**src/rtl/multicycle_control.sv**
```systemverilog
// ============================================================================
// Module   : multicycle_control
// Summary  : Multicycle control FSM (FETCH/DECODE/EXEC/MEM/WB) for the custom
//            ISA. It decodes ins[OP_MSB -: OP_W] and drives the datapath
//            enables for each state. It also provides a memory wait-state
//            handshake, a global stall, a retire counter and illegal-opcode
//            detection.
// Options  : ILLEGAL_TRAP_EN - when defined, an illegal opcode parks the FSM
//            in TRAP until reset. When undefined, the opcode is a NOP.
// Revision : 1.0 - initial release
// ============================================================================
`default_nettype none

module multicycle_control #(
    parameter int INS_W  = 32,
    parameter int OP_MSB = 31,
    parameter int OP_W   = 6,
    parameter int ALU_W  = 5,
    parameter int CNT_W  = 32
) (
    input  logic             clk,
    input  logic             rst_n,
    input  logic [INS_W-1:0] i_ins,
    input  logic             i_mem_ready,
    input  logic             i_stall,
    output logic             o_mem_req,
    output logic             o_iord,
    output logic             o_mem_read,
    output logic             o_mem_write,
    output logic             o_ir_write,
    output logic             o_pc_write,
    output logic             o_branch_en,
    output logic             o_jump,
    output logic             o_jump_reg,
    output logic             o_alu_src,
    output logic [ALU_W-1:0] o_alu_control,
    output logic             o_reg_dst,
    output logic             o_reg_write,
    output logic             o_mem_to_reg,
    output logic             o_link,
    output logic             o_retire,
    output logic [CNT_W-1:0] o_instr_count,
    output logic             o_illegal
);

    // Opcode constants, resized to the configured opcode width
    localparam logic [OP_W-1:0] c_OP_AND  = OP_W'(6'b100000);
    localparam logic [OP_W-1:0] c_OP_NOR  = OP_W'(6'b100110);
    localparam logic [OP_W-1:0] c_OP_NOT  = OP_W'(6'b000100);
    localparam logic [OP_W-1:0] c_OP_ROLV = OP_W'(6'b000000);
    localparam logic [OP_W-1:0] c_OP_RORV = OP_W'(6'b000010);
    localparam logic [OP_W-1:0] c_OP_NORI = OP_W'(6'b001110);
    localparam logic [OP_W-1:0] c_OP_LW   = OP_W'(6'b100011);
    localparam logic [OP_W-1:0] c_OP_SW   = OP_W'(6'b101011);
    localparam logic [OP_W-1:0] c_OP_JR   = OP_W'(6'b001000);
    localparam logic [OP_W-1:0] c_OP_JAL  = OP_W'(6'b000011);
    localparam logic [OP_W-1:0] c_OP_BLEU = OP_W'(6'b010000);

    typedef enum logic [2:0] {
        S_FETCH  = 3'd0,
        S_DECODE = 3'd1,
        S_EXEC   = 3'd2,
        S_MEM    = 3'd3,
        S_WB     = 3'd4,
        S_TRAP   = 3'd5
    } state_t;

    state_t           r_state;
    state_t           w_next;
    logic [CNT_W-1:0] r_instr_count;

    logic [OP_W-1:0]  w_op;
    logic             w_is_r, w_is_nori, w_is_lw, w_is_sw;
    logic             w_is_jr, w_is_jal, w_is_bleu, w_legal;

    // Raw (ungated) control values produced by the FSM decode
    logic             w_mem_req, w_iord, w_mem_read, w_mem_write;
    logic             w_ir_write, w_pc_write, w_branch_en;
    logic             w_jump, w_jump_reg, w_alu_src;
    logic [ALU_W-1:0] w_alu_ctl;
    logic             w_reg_dst, w_reg_write, w_mem_to_reg, w_link;
    logic             w_retire, w_illegal;
    logic             w_run, w_en;

    // Only the opcode field is decoded; the remaining bits feed the datapath
    logic             w_unused_ins;
    assign w_unused_ins = ^i_ins;

    assign w_op      = i_ins[OP_MSB -: OP_W];
    assign w_is_r    = (w_op == c_OP_AND)  || (w_op == c_OP_NOR) ||
                       (w_op == c_OP_NOT)  || (w_op == c_OP_ROLV) ||
                       (w_op == c_OP_RORV);
    assign w_is_nori = (w_op == c_OP_NORI);
    assign w_is_lw   = (w_op == c_OP_LW);
    assign w_is_sw   = (w_op == c_OP_SW);
    assign w_is_jr   = (w_op == c_OP_JR);
    assign w_is_jal  = (w_op == c_OP_JAL);
    assign w_is_bleu = (w_op == c_OP_BLEU);
    assign w_legal   = w_is_r | w_is_nori | w_is_lw | w_is_sw |
                       w_is_jr | w_is_jal | w_is_bleu;

    // State register: reset aborts any instruction; stall freezes the FSM
    always_ff @(posedge clk or negedge rst_n) begin
        if (!rst_n) begin
            r_state <= S_FETCH;
        end else if (!i_stall) begin
            r_state <= w_next;
        end
    end

    // Retire counter advances on the edge that closes a retire cycle
    always_ff @(posedge clk or negedge rst_n) begin
        if (!rst_n) begin
            r_instr_count <= '0;
        end else if (o_retire) begin
            r_instr_count <= r_instr_count + CNT_W'(1);
        end
    end

    // Next-state and raw control decode from state, opcode and mem_ready
    always_comb begin
        w_next       = r_state;
        w_mem_req    = 1'b0;
        w_iord       = 1'b0;
        w_mem_read   = 1'b0;
        w_mem_write  = 1'b0;
        w_ir_write   = 1'b0;
        w_pc_write   = 1'b0;
        w_branch_en  = 1'b0;
        w_jump       = 1'b0;
        w_jump_reg   = 1'b0;
        w_alu_src    = 1'b0;
        w_alu_ctl    = '0;
        w_reg_dst    = 1'b0;
        w_reg_write  = 1'b0;
        w_mem_to_reg = 1'b0;
        w_link       = 1'b0;
        w_retire     = 1'b0;
        w_illegal    = 1'b0;
        case (r_state)
            S_FETCH: begin
                w_mem_req  = 1'b1;
                w_mem_read = 1'b1;
                w_ir_write = i_mem_ready;
                w_pc_write = i_mem_ready;
                if (i_mem_ready) begin
                    w_next = S_DECODE;
                end
            end
            S_DECODE: begin
                if (!w_legal) begin
                    w_illegal = 1'b1;
`ifdef ILLEGAL_TRAP_EN
                    w_next    = S_TRAP;
`else
                    w_next    = S_FETCH;
`endif
                end else begin
                    w_next = S_EXEC;
                end
            end
            S_EXEC: begin
                w_alu_ctl = i_ins[OP_MSB -: ALU_W];
                w_alu_src = w_is_nori | w_is_lw | w_is_sw;
                if (w_is_lw || w_is_sw) begin
                    w_next = S_MEM;
                end else if (w_is_bleu) begin
                    w_branch_en = 1'b1;
                    w_retire    = 1'b1;
                    w_next      = S_FETCH;
                end else if (w_is_jr) begin
                    w_pc_write = 1'b1;
                    w_jump     = 1'b1;
                    w_jump_reg = 1'b1;
                    w_retire   = 1'b1;
                    w_next     = S_FETCH;
                end else if (w_is_jal) begin
                    w_pc_write = 1'b1;
                    w_jump     = 1'b1;
                    w_next     = S_WB;
                end else begin
                    w_next = S_WB;
                end
            end
            S_MEM: begin
                w_mem_req   = 1'b1;
                w_iord      = 1'b1;
                w_mem_read  = w_is_lw;
                w_mem_write = w_is_sw;
                if (i_mem_ready) begin
                    if (w_is_sw) begin
                        w_retire = 1'b1;
                        w_next   = S_FETCH;
                    end else begin
                        w_next = S_WB;
                    end
                end
            end
            S_WB: begin
                w_reg_write  = 1'b1;
                w_reg_dst    = w_is_r;
                w_mem_to_reg = w_is_lw;
                w_link       = w_is_jal;
                w_retire     = 1'b1;
                w_next       = S_FETCH;
            end
`ifdef ILLEGAL_TRAP_EN
            S_TRAP: begin
                w_illegal = 1'b1;
                w_next    = S_TRAP;
            end
`endif
            default: begin
                w_next = S_FETCH;
            end
        endcase
    end

    // Everything is forced low during reset; stall also kills writes and requests
    assign w_run = rst_n;
    assign w_en  = rst_n & ~i_stall;

    assign o_mem_req     = w_en  & w_mem_req;
    assign o_iord        = w_run & w_iord;
    assign o_mem_read    = w_run & w_mem_read;
    assign o_mem_write   = w_en  & w_mem_write;
    assign o_ir_write    = w_en  & w_ir_write;
    assign o_pc_write    = w_en  & w_pc_write;
    assign o_branch_en   = w_en  & w_branch_en;
    assign o_jump        = w_run & w_jump;
    assign o_jump_reg    = w_run & w_jump_reg;
    assign o_alu_src     = w_run & w_alu_src;
    assign o_alu_control = w_run ? w_alu_ctl : '0;
    assign o_reg_dst     = w_run & w_reg_dst;
    assign o_reg_write   = w_en  & w_reg_write;
    assign o_mem_to_reg  = w_run & w_mem_to_reg;
    assign o_link        = w_run & w_link;
    assign o_retire      = w_en  & w_retire;
    assign o_illegal     = w_run & w_illegal;
    assign o_instr_count = r_instr_count;

endmodule

`default_nettype wire

```
**config.mk**
```make
export PLATFORM = sky130hd
export DESIGN_NAME = multicycle_control
export DESIGN_NICKNAME = d
export VERILOG_FILES = /design/src/rtl/multicycle_control.sv
export SDC_FILE = /design/constraint.sdc
export NUM_CORES = 1
export LEC_CHECK = 0
export BUFFER_PORTS_ARGS = -buffer_cell sky130_fd_sc_hd__buf_4
export CORE_ASPECT_RATIO = 1.5
export CORE_UTILIZATION = 49
export DETAILED_ROUTE_END_ITERATION = 8
export GPL_ROUTABILITY_DRIVEN = 0
export PLACE_DENSITY = 0.77
export SLEW_MARGIN = 20
export SYNTH_ARGS = -nofsm -noshare
export SYNTH_HDL_FRONTEND = slang
export SYNTH_SLANG_ARGS = --single-unit
```
**constraint.sdc**
```tcl
create_clock -name clk -period 2.3 [get_ports clk]
set_clock_uncertainty 0.1 [all_clocks]
set_input_delay 0.345 -clock clk [delete_from_list [all_inputs] [get_ports clk]]
set_output_delay 0.345 -clock clk [all_outputs]
set_load 0.01 [all_outputs]
```
## Yosys cells after proc, flatten, opt, wreduce, memory -nomap -nowiden

Index checks and enable logic that the tools add are counted.

- Register bits after elaboration: 35
- Input bits: 36
- Output and inout port bits: 53
- Word-level logic and storage cells: 94

- Add/sub/neg operators: 1
- Equality and inequality tests: 16
- Muxes and demuxes: 40
- Bitwise gates (word level): 26
- Reductions and logical operators: 9

Operators with widths:

| kind | number |
|---|---|
| adder 32 x 1 -> 32 bit, second input constant | 1 |
| two-way mux 1 bit | 27 |
| == test 6 bit, second input constant | 4 |
| two-way mux 3 bit | 6 |
| bitwise AND 1 bit | 17 |
| == test 6 x 2 -> 1 bit, second input constant | 2 |
| == test 6 x 4 -> 1 bit, second input constant | 2 |
| one-hot mux 3 bit (4 select lines) | 1 |
| two-way mux 5 bit | 2 |
| bitwise OR 1 bit | 8 |
| == test 3 x 2 -> 1 bit, second input constant | 2 |
| == test 6 x 3 -> 1 bit, second input constant | 1 |
| == test 6 x 5 -> 1 bit, second input constant | 1 |
| logical NOT 6 bit | 1 |
| logical OR 1 bit | 5 |
| inequality test 2 bit, second input constant | 2 |
| one-hot mux 1 bit (2 select lines) | 2 |
| == test 3 x 1 -> 1 bit, second input constant | 1 |
| == test 3 bit, second input constant | 1 |
| logical NOT 3 bit | 1 |
| one-hot mux 1 bit (3 select lines) | 1 |
| AND reduction 3 bit | 1 |
| two-way mux 2 bit | 1 |
| OR reduction 2 bit | 1 |
| inverter 1 bit | 1 |

## Longest topological paths before layout

Gate-level depths: netlist of run 1.

- Depth after elaboration: 14
- Mapped depth: 7
- Gate-level depth less buffers: 6

## Least setup slack after synthesis of run 1

No wires, ideal clock.

- Path kind: flip-flop to flip-flop
- Start point: register r_instr_count[0] (netlist: o_instr_count[0])
- End point: register r_instr_count[20] (netlist: o_instr_count[20])
- Library setup time: 0.127 ns
- Arrival: 1.794 ns
- Data required time: 2.073 ns
- Setup slack: 0.279 ns
- Cell stages (with the launch flop): 7
- Buffers on the path: 1
- Clock period less this slack: 2.021 ns
- Cells stage by stage: dfrtp_1 -> ha_1 -> nand3_1 -> or2_1 -> buf_1 -> or4_1 -> xnor2_1

- Word-level cells in the longest chain between the ends: 1

RTL lines:

| item | RTL line | text |
|---|---|---|
| from (decl) | 70 | `logic [CNT_W-1:0] r_instr_count;` |
| from (signal assigned) | 116 | `r_instr_count <= r_instr_count + CNT_W'(1);` |
| adder 32 x 1 -> 32 bit | 116 |  |

No other way between the ends.
A chain may end at the register's enable or synchronous reset.

## Worst setup path after layout of run 1

- Start point: register r_state[1]
- End point: output o_link

- Word-level cells in the longest chain between the ends: 3

RTL lines:

| item | RTL line | text |
|---|---|---|
| from (decl) | 68 | `state_t r_state;` |
| from (signal assigned) | 107 | `r_state <= w_next;` |
| == test 3 bit | 140 | `case (r_state)` |
| two-way mux 1 bit | 140 |  |
| bitwise AND 1 bit | 237 | `assign o_link = w_run & w_link;` |
| to (decl) | 40 | `output logic o_link,` |

No other way between the ends.

==> summary.txt, run 1 <==
Logic synthesis
  • Adder-cell share of the synthesized area: 0.564%
  • Largest family of logic cells by synthesized area: simple AND/OR/NAND/NOR gates
  • Distinct cells, synth: 47
  • Synth Instances: 238
  • Dominant synthesized flop cell: dfrtp_1
  • Synth Cell Area: 2220 um2
  • Avg Cell Area, Syn: 9.32 um2
  • Post-synth ARST share: 100%
  • Warnings, synthesis: 0
  • Post-Synth Simple-Gate Area: 34.1%
  • Net Count, Synth: 275
  • Flops & latches, synth: 35
  • Post-synthesis mux area share: 0%
  • XOR/XNOR Fraction of Synth Area: 13.4%
  • Synth Area in Compound Gates: 8.07%
  • Seq/Total Area, Yosys: 39.5%
  • Number of synthesized flops with an enable pin: 0

Drt
  • DR WL/cell: 14.8 um
  • Vias/cell: 5.52
  • DR pass1 iterations: 6
  • Via count: 2020
  • Initial DRC Count: 55
  • Routed Antenna Nets: 0
  • Routed Wire Length: 5400 um
  • Residual DRC: 6

Critical path
  • CP arrival: 1.83 ns
  • Critical Path RT: 1.86 ns
  • R2r setup slk: 0.09 ns
  • Crit end category: output pin
  • Worst setup path class: reg2out
  • Crit-path max FO: 4
  • Startpoint types: flop

Timing
  • # setup viols final: 0
  • Slew Viols, Final: 0
  • Count of final hold-check violations: 0
  • FMAX: 440 MHz
  • Worst hold slack: 0.0405 ns
  • Slew headroom: 66.0%
  • Fin crit share: 98.8%
  • RSZ-0062 raised after global routing: yes
  • Slew @ Worst Pin: 0.505 ns
  • Setup TNS: 0 ns
  • Setup ws final: 0.0281 ns
  • Fin crit period: 2.27 ns

Final layout
  • Fin nets: 356
  • Area Overhead vs Synth: 38.1%
  • Layout cells sized above 1: 40.0%
  • Util after Layout: 71.5%
  • Diodes inserted: 0
  • FILL cells: 343

Global routing
  • Vias in the first global route: 1909
  • Largest net degree at the start of global routing: 33
  • Antenna violations before repair: 0
  • Total GRT Usage: 23.0%
  • First-pass GRT wire length: 8550 um
  • Remaining Overflow, GRT: 0

Clock tree
  • Worst skew pair latency: 0.29 ns
  • TritonCTS clock tree: yes
  • H-Tree Level Count: 2
  • CTS Root Cell: clkbuf_8
  • Clk slew on worst S/H paths: 0.07 ns
  • Clock sink count: 35
  • CTS Buffer Depth: 2
  • CTS Buf Count: 5

Outcome
  • Status: finished with violations
  • Failing checks: design-rule violations

Floorplanning
  • Core Region: 4280 um2
  • I/O pins: 89
  • Initial core utilization: 51.8%
  • Rows: 29
  • Die Ht: 84.4 um
  • Die ar.: 4800 um2
  • Die X: 56.9 um

Placed design
  • Placement Setup Slack: -0.102 ns
  • PortBufs: 62
  • DP HPWL: 3870 um

Flow run
  • Maximum capacitance violations: 0

Hold path
  • Hold Crit Class: in2async

Pwr
  • Pleak: 1.48 nW
  • Pwr/cell area: 515 nW/um2
  • VDD IR max: 447 uV
## registers in the layout, indices dropped and copies added, names as in the netlist
name / cells
r_state: 3
o_instr_count: 32
## power by group
part           leakage (nW)  total, W  switching [W]  internal, W
sequential            0.459  0.000678      0.0000357     0.000642
combinational         0.971  0.000412       0.000212     0.000200
clock                0.0515  0.000488       0.000214     0.000273
total                  1.48   0.00158       0.000462      0.00112
## per-stage QoR
step | cells | cell area [um2] | power [W]
CTS | 364 | 2970 | 0.00154
floorplan | 238 | 2220 | 0.000883
finish | 366 | 3060 | 0.00158
detailed placement | 351 | 2810 | 0.00102
global placement | 351 | 2810 | 0.00102
global route | 366 | 3060 | 0.00165
## Yosys cell counts (4+ instances only)
| cell type | n | share of area [%] |
|---|---|---|
| dfrtp_1 | 35 | 40 |
| nor3_1 | 11 | 2.5 |
| nand4_1 | 7 | 2.0 |
| inv_1 | 7 | 1.2 |
| and2_1 | 5 | 1.4 |
| clkbuf_1 | 4 | 0.68 |
| nor2_1 | 21 | 3.6 |
| nor4_1 | 8 | 2.3 |
| nor3_2 | 11 | 5.0 |
| xnor2_1 | 11 | 4.3 |
| o21ai_0 | 4 | 0.90 |
| nand2b_1 | 6 | 1.7 |
| xor2_1 | 23 | 9.1 |
| nand3_1 | 13 | 2.9 |
| a21oi_1 | 5 | 1.1 |
| nand2_1 | 23 | 3.9 |
| nor3b_1 | 4 | 1.4 |
## worst paths after layout
path	endpoint	depth (start not counted)	startpoint
setup / recovery	o_link	4	r_state[1]$_DFFE_PN0P_
hold / removal	o_instr_count[13]$_DFFE_PN0P_	2	rst_n
setup reg to reg	o_instr_count[30]$_DFFE_PN0P_	7	r_state[1]$_DFFE_PN0P_
hold reg to reg	o_instr_count[31]$_DFFE_PN0P_	1	o_instr_count[31]$_DFFE_PN0P_
max in group asynchronous	r_state[1]$_DFFE_PN0P_	2	rst_n
min in group clk	r_state[2]$_DFFE_PN0P_	3	i_stall
## area by class of cell
class	count	area [um2]	share of cell area [%]
Clock buffer	8	100	3.27
Inverter	8	30.0	0.981
Multi-Input combinational cell	183	1350	44.0
Sequential cell	35	880	28.7
Tap cell	46	57.6	1.88
Timing Repair Buffer	86	648	21.2
## routing by layer
metal	global-route usage (%)	vias to the layer above	routed length, um
met3	5.24	12	233
met2	42.6	55	2850
li1	-	987	-
met1	23.7	966	2150
met5	0	-	0
met4	11.1	0	163
## worst max-delay path, stage by stage, from the launching register on
cell and delay [ns]:
dfrtp_2 0.43, or3b_4 0.43, or3_4 0.38, nor4_4 0.14, buf_4 0.15
## placed cells by master (no fill, tap or decap), types with 7 or more instances in the layout
cell type | netlist | final
xnor2_1 | 11 | 11
nand2_1 | 23 | 23
nor3_2 | 11 | 12
dfrtp_1 | 35 | 32
clkbuf_8 | 0 | 7
xor2_1 | 23 | 23
nor2_1 | 21 | 21
nand3_1 | 13 | 13
buf_4 | 3 | 85
inv_1 | 7 | 7
nor3_1 | 11 | 9
nand4_1 | 7 | 7
## repair_timing
| item | CTS | global route |
|---|---|---|
| pin swaps | 2 | 0 |
| endpoints found under the setup margin | 4 | 13 |
| gates resized for setup | 4 | 15 |
| hold endpoints to repair | 3 | 0 |
| hold buffers | 1 | 0 |
| buffers inserted | 4 | 2 |
## cells by family after synthesis
family	Yosys count
AOI/OAI and AO/OA	22
and+or+nand+nor	126
buffers and inverters	20
DFF	35
adders and majority gates	1
xor gates and xnor gates	34
Note: power is estimated with default switching activity, not from simulation.
==> inputs of run 2 (changes only) <==
- ABC_AREA: not set -> 0
- RECOVER_POWER: not set -> 100
- SETUP_SLACK_MARGIN: not set -> 0.2
==> summary.txt, run 2 (synthesized netlist as in run 1, its figures left out) <==
Clock tree
  • CTS Buffer Depth: 2
  • Worst skew pair latency: 0.30 ns
  • CTS Buf Count: 5
  • CTS Root Cell: clkbuf_8
  • Clk slew on worst S/H paths: 0.07 ns
  • TritonCTS clock tree: yes
  • Clock sink count: 35
  • H-Tree Level Count: 2

Floorplanning
  • I/O pins: 89
  • Die ar.: 4800 um2
  • Core Region: 4280 um2
  • Die Ht: 84.4 um
  • Rows: 29
  • Initial core utilization: 51.8%
  • Die X: 56.9 um

Global routing
  • Largest net degree at the start of global routing: 33
  • Antenna violations before repair: 0
  • Vias in the first global route: 1999
  • First-pass GRT wire length: 9170 um
  • Total GRT Usage: 24.8%
  • Remaining Overflow, GRT: 0

Timing
  • Setup ws final: 0.0347 ns
  • Fin crit period: 2.27 ns
  • FMAX: 441 MHz
  • RSZ-0062 raised after global routing: yes
  • Slew headroom: -15.3%
  • Count of final hold-check violations: 0
  • # setup viols final: 0
  • Slew Viols, Final: 33
  • Slew @ Worst Pin: 1.73 ns
  • Fin crit share: 98.5%

Final layout
  • Final Non-Filler Cells: 381
  • Layout cells sized above 1: 32.2%
  • Fin nets: 371
  • Area Overhead vs Synth: 42.8%
  • Commonest non-fill, non-tap cell in the layout: buf_4
  • Flip-flop count of the largest register after layout: 32
  • Diodes inserted: 0
  • Highest-count cells in the layout ignoring fill and taps: buf_4 (45), clkbuf_1 (37), dfrtp_1 (34)

Hold path
  • Hold path startpoint: i_stall
  • Hold Crit Class: in2reg
  • Worst Hold Endpoint: r_state[2]$_DFFE_PN0P_
  • Hold path cells: 3

Critical path
  • Startpoint types: input port
  • CP Cell Sequence: buf_4 > buf_4 > or3_1 > o32a_1 > nor3_2 > buf_4
  • FF-to-FF path depth: 7
  • Critical Path Slowest Stage Cell: or3_1
  • Crit-path max FO: 6
  • R2r startpoint: r_state[1]$_DFFE_PN0P_
  • Max incr delay on CP: 0.46 ns
  • CP arrival: 1.82 ns
  • Worst r2r dst: o_instr_count[20]$_DFFE_PN0P_
  • Worst setup path class: in2out
  • R2r setup slk: 0.08 ns
  • Crit end category: output pin
  • Most used cell, CP: buf_4
  • Critical Path RT: 1.86 ns

Drt
  • Residual DRC: 6
  • Initial DRC Count: 73
  • Vias/cell: 5.73
  • DR top layer: met4
  • Via count: 2182
  • WL met3: 300 um
  • Routed Wire Length: 6360 um
  • Routed Antenna Nets: 0
  • DR pass1 iterations: 8
  • DR WL/cell: 16.7 um
  • Wl on met1: 2400 um
  • Met2 routed WL: 3460 um

Pwr
  • Switching Fraction: 30.7%
  • Clk pwr share: 28.5%
  • Gate power share: 33.0%
  • Net Sw Power: 0.000530 W
  • Pwr/cell area: 546 nW/um2
  • Pleak: 1.50 nW
  • Seq pwr share: 38.5%
  • VDD IR max: 509 uV
  • Power Internal: 0.00120 W

Outcome
  • Failing checks: design-rule violations, max-capacitance violations, max-slew violations
  • Status: finished with violations

Placed design
  • Placement Setup Slack: -0.102 ns
  • DP Cell Count: 351
  • DP HPWL: 3870 um
  • PortBufs: 62

Flow run
  • Maximum capacitance violations: 1
-- run 2: worst max path at each step --
stage,slack (ns),cells past startpoint,from,to
floorplan,0.28,6,o_instr_count[0]$_DFFE_PN0P_,o_instr_count[20]$_DFFE_PN0P_
global placement,-0.1,6,i_ins[30],o_retire
detailed placement,-0.10,6,i_ins[30],o_retire
CTS,0.07,4,r_state[1]$_DFFE_PN0P_,o_link
global route,0.003,8,r_state[1]$_DFFE_PN0P_,o_instr_count[17]$_DFFE_PN0P_
finish,0.03,6,i_ins[30],o_pc_write
-- run 2: power by group through the flow --
stage	clock network, W	logic (W)	registers [W]
finish	0.000492	0.000570	0.000666
global route	0.000523	0.000603	0.000668
CTS	0.000494	0.000441	0.000664
detailed placement	0	0.000337	0.000685
global placement	0	0.000331	0.000686
floorplan	0	0.000207	0.000676
-- run 2: metrics by stage --
| step | utilization, % | total power, W | TNS (ns) | cell area, um2 | hold slack [ns] |
|---|---|---|---|---|---|
| 2_1_floorplan | - | 0.000883 | 0 | 2220 | -0.0506 |
| 5_1_grt | 73.9 | 0.00179 | 0 | 3170 | 0.336 |
| 6_report | 73.9 | 0.00173 | 0 | 3170 | 0.347 |
| 3_5_place_dp | 65.6 | 0.00102 | -0.129 | 2810 | 0.0579 |
| 3_3_place_gp | 65.6 | 0.00102 | -0.123 | 2810 | 0.0567 |
| 4_1_cts | 73.0 | 0.00160 | 0 | 3130 | 0.0483 |
-- run 2: cell type report --
type | count | area, um2
well taps | 46 | 57.6
clock buffers | 8 | 100
repair buffers | 101 | 696
flip-flops and latches | 35 | 877
inverters | 8 | 30.0
multi-input cells | 183 | 1410
fillers | 331 | 1120
-- run 2: routing by layer --
metal  vias up  global-route usage [%]
li1       1027                       -
met1      1063                    25.7
met2        78                    45.5
met3        14                    5.55
met4         0                    12.9
met5         -                       0
-- run 2: repair_timing --
item                                   in CTS  in global routing
gates resized for setup                    24                 38
setup buffers                              13                  8
hold buffers                                1                  0
pin swaps                                  10                  4
endpoints found under the hold margin       3                  0
setup endpoints to repair                  25                 30
-- run 2: worst max-delay path: cells and delay by family --
kind / cells / cell delay (ns)
AOI/OAI and AO/OA: 1 / 0.39
buffers and inverters: 3 / 0.43
and+or+nand+nor: 2 / 0.64
==> inputs of run 3 (changes only) <==
- ABC_AREA: 0 -> 1
- CORE_UTILIZATION: 49 -> 51
==> summary.txt, run 3 <==
Drt
  • DR WL/cell: 12.3 um
  • Routed Wire Length: 6770 um
  • Routed Antenna Nets: 0
  • Via count: 2800
  • DR pass1 iterations: 7
  • Initial DRC Count: 148
  • Vias/cell: 5.11
  • Residual DRC: 0

Clock tree
  • CTS Buffer Depth: 2
  • Clk slew on worst S/H paths: 0.07 ns
  • Worst skew pair latency: 0.29 ns
  • CTS Root Cell: clkbuf_8
  • CTS Buf Count: 5
  • H-Tree Level Count: 2
  • Clock sink count: 35
  • TritonCTS clock tree: yes
  • Post-CTS setup repair buffer count: 0

Logic synthesis
  • Top cells by area, synth: dfrtp_1 (33%), nand2_1 (27%), nor2_1 (8.6%)
  • Number of synthesized flops with an enable pin: 0
  • Count leader, synth: nand2_1
  • Warnings, synthesis: 0
  • Seq/Total Area, Yosys: 33.3%
  • Net Count, Synth: 451
  • Flops & latches, synth: 35
  • Dominant synthesized flop cell: dfrtp_1
  • Distinct cells, synth: 27
  • Avg Cell Area, Syn: 6.36 um2
  • Top post-synthesis cells by count: nand2_1 (190), nor2_1 (60), dfrtp_1 (35)
  • Leading area contributor after synthesis: dfrtp_1
  • Synth top area share: 33.3%
  • Post-synth ARST share: 100%
  • Synth Instances: 414
  • Synth Cell Area: 2630 um2

Global routing
  • Largest net degree at the start of global routing: 38
  • Total GRT Usage: 26.9%
  • Antenna violations before repair: 0
  • First-pass GRT wire length: 11400 um
  • Vias in the first global route: 2653
  • Remaining Overflow, GRT: 0

Critical path
  • CP arrival: 1.60 ns
  • Worst setup path class: reg2out
  • Critical Path RT: 1.86 ns
  • CP Cell Sequence: inv_1 > nor3_2 > inv_1 > nand2_1 > inv_1 > a211oi_2 > clkbuf_1
  • Most used cell, CP: inv_1
  • Startpoint types: flop
  • Crit end category: output pin
  • R2r setup slk: 0.28 ns
  • Max incr delay on CP: 0.42 ns
  • Crit-path max FO: 4
  • Critical Path Slowest Stage Cell: dfrtp_1

Floorplanning
  • Die X: 60.7 um
  • Core Region: 4890 um2
  • Initial core utilization: 53.9%
  • Die Ht: 90.0 um
  • Die ar.: 5460 um2
  • I/O pins: 89
  • Rows: 31

Final layout
  • Commonest non-fill, non-tap cell in the layout: nand2_1
  • Final Non-Filler Cells: 548
  • Diodes inserted: 0
  • Flip-flop count of the largest register after layout: 32
  • Area Overhead vs Synth: 15.6%
  • FILL cells: 547
  • Multi-input logic area: 1550 um2
  • Layout cells sized above 1: 7.88%
  • Register area: 876 um2
  • Highest-count cells in the layout ignoring fill and taps: nand2_1 (190), nor2_1 (59), clkbuf_1 (53)
  • Fin nets: 518

Outcome
  • Status: finished with violations
  • Failing checks: max-capacitance violations, max-slew violations

Pwr
  • Pleak: 1.43 nW
  • Pwr/cell area: 571 nW/um2
  • VDD IR max: 423 uV

Hold path
  • Hold Crit Class: in2reg

Timing
  • Count of final hold-check violations: 0
  • # setup viols final: 0
  • Worst hold slack: 0.298 ns
  • RSZ-0062 raised after global routing: yes
  • FMAX: 489 MHz
  • Slew headroom: -11.8%
  • Fin crit period: 2.05 ns
  • Slew @ Worst Pin: 1.68 ns
  • Slew Viols, Final: 32
  • Fin crit share: 89.0%
  • Setup TNS: 0 ns

Flow run
  • Maximum capacitance violations: 1

Placed design
  • PortBufs: 62
  • DP Cell Count: 539
  • DP HPWL: 5310 um
## run 3: where the power goes
group / switching, W / internal [W]
Sequential: 0.000101 / 0.000683
Clock: 0.000231 / 0.000273
Combinational: 0.000292 / 0.000160
## run 3: timing repair
| action | 4_1_cts | 5_1_grt |
|---|---|---|
| endpoints found under the hold margin | 4 | 0 |
| endpoints found under the setup margin | 1 | 13 |
| resized for setup | 1 | 5 |
| hold buffers | 1 | 0 |
## run 3: per-stage QoR
step	util, %	total power, W	cell area [um2]	setup WS (ns)
after floorplan	-	0.00111	2630	0.607
after global placement	64.2	0.00130	3140	0.357
after detailed placement	64.2	0.00132	3140	0.330
after global routing	62.3	0.00185	3050	0.0872
final	62.3	0.00174	3050	0.253
after CTS	66.6	0.00183	3250	0.210
## run 3: layout make-up
class                   count  area share [%]
well taps                  66            2.71
clock buffers               7            3.16
clock inverters             1           0.247
inverters                  36            4.52
flip-flops and latches     35            28.8
repair buffers             66            9.74
multi-input cells         337            50.9
## run 3: logic make-up after synthesis
kind of cell    count (synthesis)  synth area share (%)
compound gates                 13                  3.37
xor+xnor                       20                  6.65
fa+ha+maj                       1                 0.475
buf+inv                        42                  7.70
flops                          35                  33.3
simple gates                  303                  48.6
## run 3: worst max-delay path, delay by kind of cell (launching register included)
family	cells	cell delay, ns
and+or+nand+nor	2	0.29
AOI/OAI and AO/OA	1	0.13
buffers and inverters	4	0.47
DFF	1	0.42
## run 3: layer usage
layer	vias up	track usage, %	part of all wire [%]
met4	0	14.8	4.5
met2	105	44.2	51
met3	25	4.46	5.1
met1	1254	31.9	39
li1	1416	-	-
met5	-	0	0
## run 3: path summary, 6_finish.rpt
path                            cells past startpoint                       endpoint                     startpoint
worst max-delay path                                7                     o_mem_read         r_state[0]$_DFFE_PN0P_
worst min-delay path                                4         r_state[1]$_DFFE_PN0P_                    i_mem_ready
worst max register to register                     10  o_instr_count[28]$_DFFE_PN0P_   o_instr_count[0]$_DFFE_PN0P_
worst min register to register                      2  o_instr_count[16]$_DFFE_PN0P_  o_instr_count[16]$_DFFE_PN0P_
max in group asynchronous                           2  o_instr_count[18]$_DFFE_PN0P_                          rst_n
min in group asynchronous                           2  o_instr_count[24]$_DFFE_PN0P_                          rst_n
